[src/rtl/serial_adder_pkg.sv]
// Shared constants for the bit-serial adder: FSM encoding and counter sizing.
package serial_adder_pkg;

    typedef enum logic [1:0] {
        S_IDLE = 2'd0,
        S_RUN  = 2'd1,
        S_DONE = 2'd2
    } state_e;

    function automatic int cnt_w(input int width);
        return $clog2(width + 1);
    endfunction

endpackage

[src/rtl/full_adder.sv]
// Single-bit full adder cell driven once per bit-step by serial_adder.
module full_adder (
    input  logic a,
    input  logic b,
    input  logic cin,
    output logic sum,
    output logic cout
);

    assign sum  = a ^ b ^ cin;
    assign cout = (a & b) | (a & cin) | (b & cin);

endmodule

[src/rtl/serial_adder.sv]
// Bit-serial WIDTH-bit adder: one full_adder cell reused over WIDTH clocks,
// LSB first, with the carry held in a flip-flop between bit-steps.
module serial_adder
    import serial_adder_pkg::*;
#(
    parameter int WIDTH = 8
) (
    input  logic             clk,
    input  logic             rst,
    input  logic             start,
    input  logic [WIDTH-1:0] a,
    input  logic [WIDTH-1:0] b,
    input  logic             cin,
    output logic             busy,
    output logic             done,
    output logic [WIDTH-1:0] sum,
    output logic             cout
);

    localparam int CW = cnt_w(WIDTH);
    localparam logic [CW-1:0] LAST = CW'(WIDTH - 1);

    state_e           state_q;
    logic [WIDTH-1:0] a_sh_q;
    logic [WIDTH-1:0] b_sh_q;
    logic [WIDTH-1:0] res_sh_q;
    logic             carry_q;
    logic [CW-1:0]    cnt_q;
    logic             busy_q;
    logic             done_q;
    logic [WIDTH-1:0] sum_q;
    logic             cout_q;

    logic             fa_s;
    logic             fa_c;
    logic [WIDTH:0]   res_ext;
    logic [WIDTH-1:0] res_d;

    full_adder u_fa (
        .a    (a_sh_q[0]),
        .b    (b_sh_q[0]),
        .cin  (carry_q),
        .sum  (fa_s),
        .cout (fa_c)
    );

    // Widened concat keeps the shift-in legal for WIDTH==1.
    assign res_ext = {fa_s, res_sh_q};
    assign res_d   = res_ext[WIDTH:1];

    always_ff @(posedge clk) begin
        if (rst) begin
            state_q  <= S_IDLE;
            a_sh_q   <= '0;
            b_sh_q   <= '0;
            res_sh_q <= '0;
            carry_q  <= 1'b0;
            cnt_q    <= '0;
            busy_q   <= 1'b0;
            done_q   <= 1'b0;
            sum_q    <= '0;
            cout_q   <= 1'b0;
        end else begin
            unique case (state_q)
                S_IDLE, S_DONE: begin
                    done_q <= 1'b0;
                    if (start) begin
                        a_sh_q  <= a;
                        b_sh_q  <= b;
                        carry_q <= cin;
                        cnt_q   <= '0;
                        busy_q  <= 1'b1;
                        state_q <= S_RUN;
                    end else begin
                        state_q <= S_IDLE;
                    end
                end
                S_RUN: begin
                    res_sh_q <= res_d;
                    carry_q  <= fa_c;
                    a_sh_q   <= a_sh_q >> 1;
                    b_sh_q   <= b_sh_q >> 1;
                    cnt_q    <= cnt_q + 1'b1;
                    if (cnt_q == LAST) begin
                        sum_q   <= res_d;
                        cout_q  <= fa_c;
                        busy_q  <= 1'b0;
                        done_q  <= 1'b1;
                        state_q <= S_DONE;
                    end
                end
                default: state_q <= S_IDLE;
            endcase
        end
    end

    assign busy = busy_q;
    assign done = done_q;
    assign sum  = sum_q;
    assign cout = cout_q;

endmodule

[config.mk]
export PLATFORM = sky130hd
export DESIGN_NAME = serial_adder
export DESIGN_NICKNAME = d
export VERILOG_FILES = /design/src/rtl/serial_adder_pkg.sv /design/src/rtl/full_adder.sv /design/src/rtl/serial_adder.sv
export SDC_FILE = /design/constraint.sdc
export NUM_CORES = 1
export LEC_CHECK = 0
export ABC_CLOCK_PERIOD_IN_PS = 1900
export CAP_MARGIN = 5
export CORE_AREA = 2 2 73 75
export DETAILED_ROUTE_END_ITERATION = 8
export DIE_AREA = 0 0 75 77
export DONT_BUFFER_PORTS = 1
export PLACE_DENSITY_LB_ADDON = 0.2
export SYNTH_ARGS = -nofsm -noshare
export SYNTH_HDL_FRONTEND = slang
export SYNTH_HIERARCHICAL = 1
export SYNTH_SLANG_ARGS = --single-unit
[constraint.sdc]
create_clock -name clk -period 1.9 [get_ports clk]
set_input_delay 0.38 -clock clk [delete_from_list [all_inputs] [get_ports clk]]
set_output_delay 0.38 -clock clk [all_outputs]
set_load 0.02 [all_outputs]
==> flow_summary.toml <==
[timing]
worst_clock_skew_ps = 3.79
maxSlewViolCount = 0
final_hold_viol_count = 0
period_needed_ps = 1480
fmax_mhz = 677
worstMarginPinSlew_ps = 688
fin_crit_sh = 0.777
setup_viol = 0
finalSetupTns_ps = 0
rsz0062_at_grt = "false"
slew_headroom = 0.541

[worst_setup_path]
slowest_stage = "and2b_1"
cp_cell_sequence = "and2b_1 > nor3b_1 > mux2_2"
timing.rr.start = "state_q[0]"
crit_cells = 3
cp_max_fo = 20
rrSetupSlack_ps = 420
ff2ff_path_depth = 3
critical_path_class = "reg2reg"
end_kind = "register"
cp-start-kind = "register"
required_ps = 2070
timing.rr.end = "cnt_q[3]"
critPathTopFamily = "simple AND/OR/NAND/NOR gates"
cp.buffers_inverters = 0
slowest_delay_ps = 650
arrival_ps = 1650

[clock_tree]
h-tree-depth = 2
cts_root_buf = "clkbuf_8"
clockBufferDepth = 2
numCtsBuffers = 5
ctsHoldBuffers = 0
cts_resized = 0
cts_tree = "built"
clock_latency_ps = 280
cts.clk_slew.worst_paths_ps = 70
clock-sinks = 41
post_cts_buffers = 0

[final_layout]
fin_nets = 202
seq_area_um2 = 821
area_growth_pct = 6.74
fillers = 538
drive_gt1_frac = 0.0833
multiInputGateArea_um2 = 792
diodes = 0
final_cells = 250

[placement]
place_hpwl_mm = 2.24
dp_cells = 243
io_buffer_count = 0
place_congestion = 0.783

[die]
ios = 31
fp.dieArea_um2 = 5780
core-area_um2 = 4980
placementRows = 26
die_height_um = 77
die_x_um = 75
start_util = 0.343

[logic_synthesis]
syn_nets = 206
synth_edf_count = 0
seq_area_frac_synth = 0.480
ys_types = 27
syn_area_um2 = 1710
synth_flop_cell = "dfxtp_1"
synth-seq-cells = 41
async_flop_share = 0
synth_xor_area_frac = 0
synth_adder_area_share = 0.0190
synth_top_family_by_area = "simple AND/OR/NAND/NOR gates"
yosys_warnings = 6
synthMuxAreaShare = 0.0681
syn-mean-instance-area_um2 = 9.29
synth-simple-area-share = 0.214
syn_inst = 184
synth_compound_area_frac = 0.162

[drt]
vias = 1258
wirelength_mm = 3.35
drc = 0
route.detailed.wl_per_inst_um = 13.4
antenna_left = 0
drt_iter0_drc = 65
via_per_inst = 5.03
dr.pass1.iters = 4

[pwr]
finalPower_uw = 1600
ir_worst_vdd_mv = 0.407
p_per_area_nw_per_um2 = 875
p_leak_uw = 0.000600

[global_route]
grtUsageMet2 = 0.204
grt_pass1_wl_mm = 5.67
grt_pass1_vias = 1251
grt_overflow = 0
grt_max_degree = 53
met3_usage = 0.0407
grt_usage = 0.126
busiest_layer = "met2"
antenna_found_initial = 0
met1_usage = 0.155

[run]
max_cap_violations = 0

[min_path]
whs_endpoint = "res_sh_q[4]"
hp-start = "rst"
hp-class = "in2reg"
whs_path_depth = 1

[status]
status = "completed"
==> layout by cell type (no fill, tap or decap) <==
cell	Yosys	final
ha_1	1	1
nor3b_1	1	1
nand2_1	17	17
clkbuf_1	6	1
a211oi_1	1	1
o22ai_1	1	1
mux2_4	1	1
a21oi_1	28	28
and2_1	1	1
nor2b_1	1	1
nand3b_1	1	1
a22oi_1	15	15
clkbuf_8	0	6
o21ba_2	1	1
nand2b_1	22	22
nor2_1	2	2
mux2_2	1	1
mux2i_1	9	9
nand4_1	1	1
dfxtp_1	41	41
and4b_4	1	1
and2b_1	2	2
nand3_1	19	19
buf_4	1	5
fa_1	1	1
==> registers in the layout, indices dropped and copies added, names as in the netlist <==
signal    flops
busy          1
res_sh_q      7
done          1
state_q       2
sum           8
b_sh_q        8
a_sh_q        8
carry_q       1
cout          1
cnt_q         4
==> layout make-up <==
type	instances	area share
clock buffer	7	0.0473
multi-input combinational	127	0.434
sequential	41	0.450
tap	70	0.0480
timing repair buffer	5	0.0206
==> Yosys cell counts, drive strengths merged (2+ instances only) <==
master,number,area share
dfxtp,41,0.48
a21oi,28,0.082
nand2b,22,0.081
nand3,19,0.056
nand2,17,0.037
a22oi,15,0.066
buf,10,0.043
mux2i,9,0.053
clkbuf,6,0.013
and2b,2,0.0088
mux2,2,0.015
nor2,2,0.0044
==> through the flow <==
stage / cell area [µm²] / util / setup slack (ps) / hold slack (ps)
after floorplan: 1710 / - / 701 / 437
after global placement: 1740 / 0.349 / 488 / 440
after detailed placement: 1740 / 0.349 / 420 / 455
after CTS: 1820 / 0.367 / 412 / 147
after global routing: 1820 / 0.367 / 323 / 142
final: 1820 / 0.367 / 423 / 165
==> power breakdown <==
group | switching (µW) | internal, µW | total, µW | leakage [µW]
clock | 261 | 288 | 549 | 0.0000443
combinational | 75.4 | 56.6 | 132 | 0.000222
sequential | 22.9 | 893 | 916 | 0.000334
==> worst max-delay path by stage <==
stage | from | endpoint | slack [ps]
after CTS | state_q[0] | cnt_q[3] | 410
after global placement | state_q[0] | cnt_q[3] | 490
after floorplan | state_q[0] | cout | 700
after global routing | state_q[0] | cnt_q[2] | 320
after detailed placement | state_q[0] | cnt_q[2] | 420
final | state_q[0] | cnt_q[3] | 420
==> metal layers <==
metal | up-vias | share of wire
li1 | 631 | -
met1 | 596 | 0.43
met2 | 29 | 0.51
met3 | 2 | 0.055
met4 | 0 | 0.0045
met5 | - | 0
==> worst reg2reg max path, stage by stage, from the launching register on <==
cell and delay (ps):
dfxtp_1 330, and2b_1 650, nor3b_1 100, mux2_2 280
==> cell families after synthesis <==
group	count (synthesis)
fa+ha+maj	2
mux	11
buf+inv	16
compound gates	46
simple gates	68
flops	41
No activity file was read; power rests on OpenSTA's default activity.
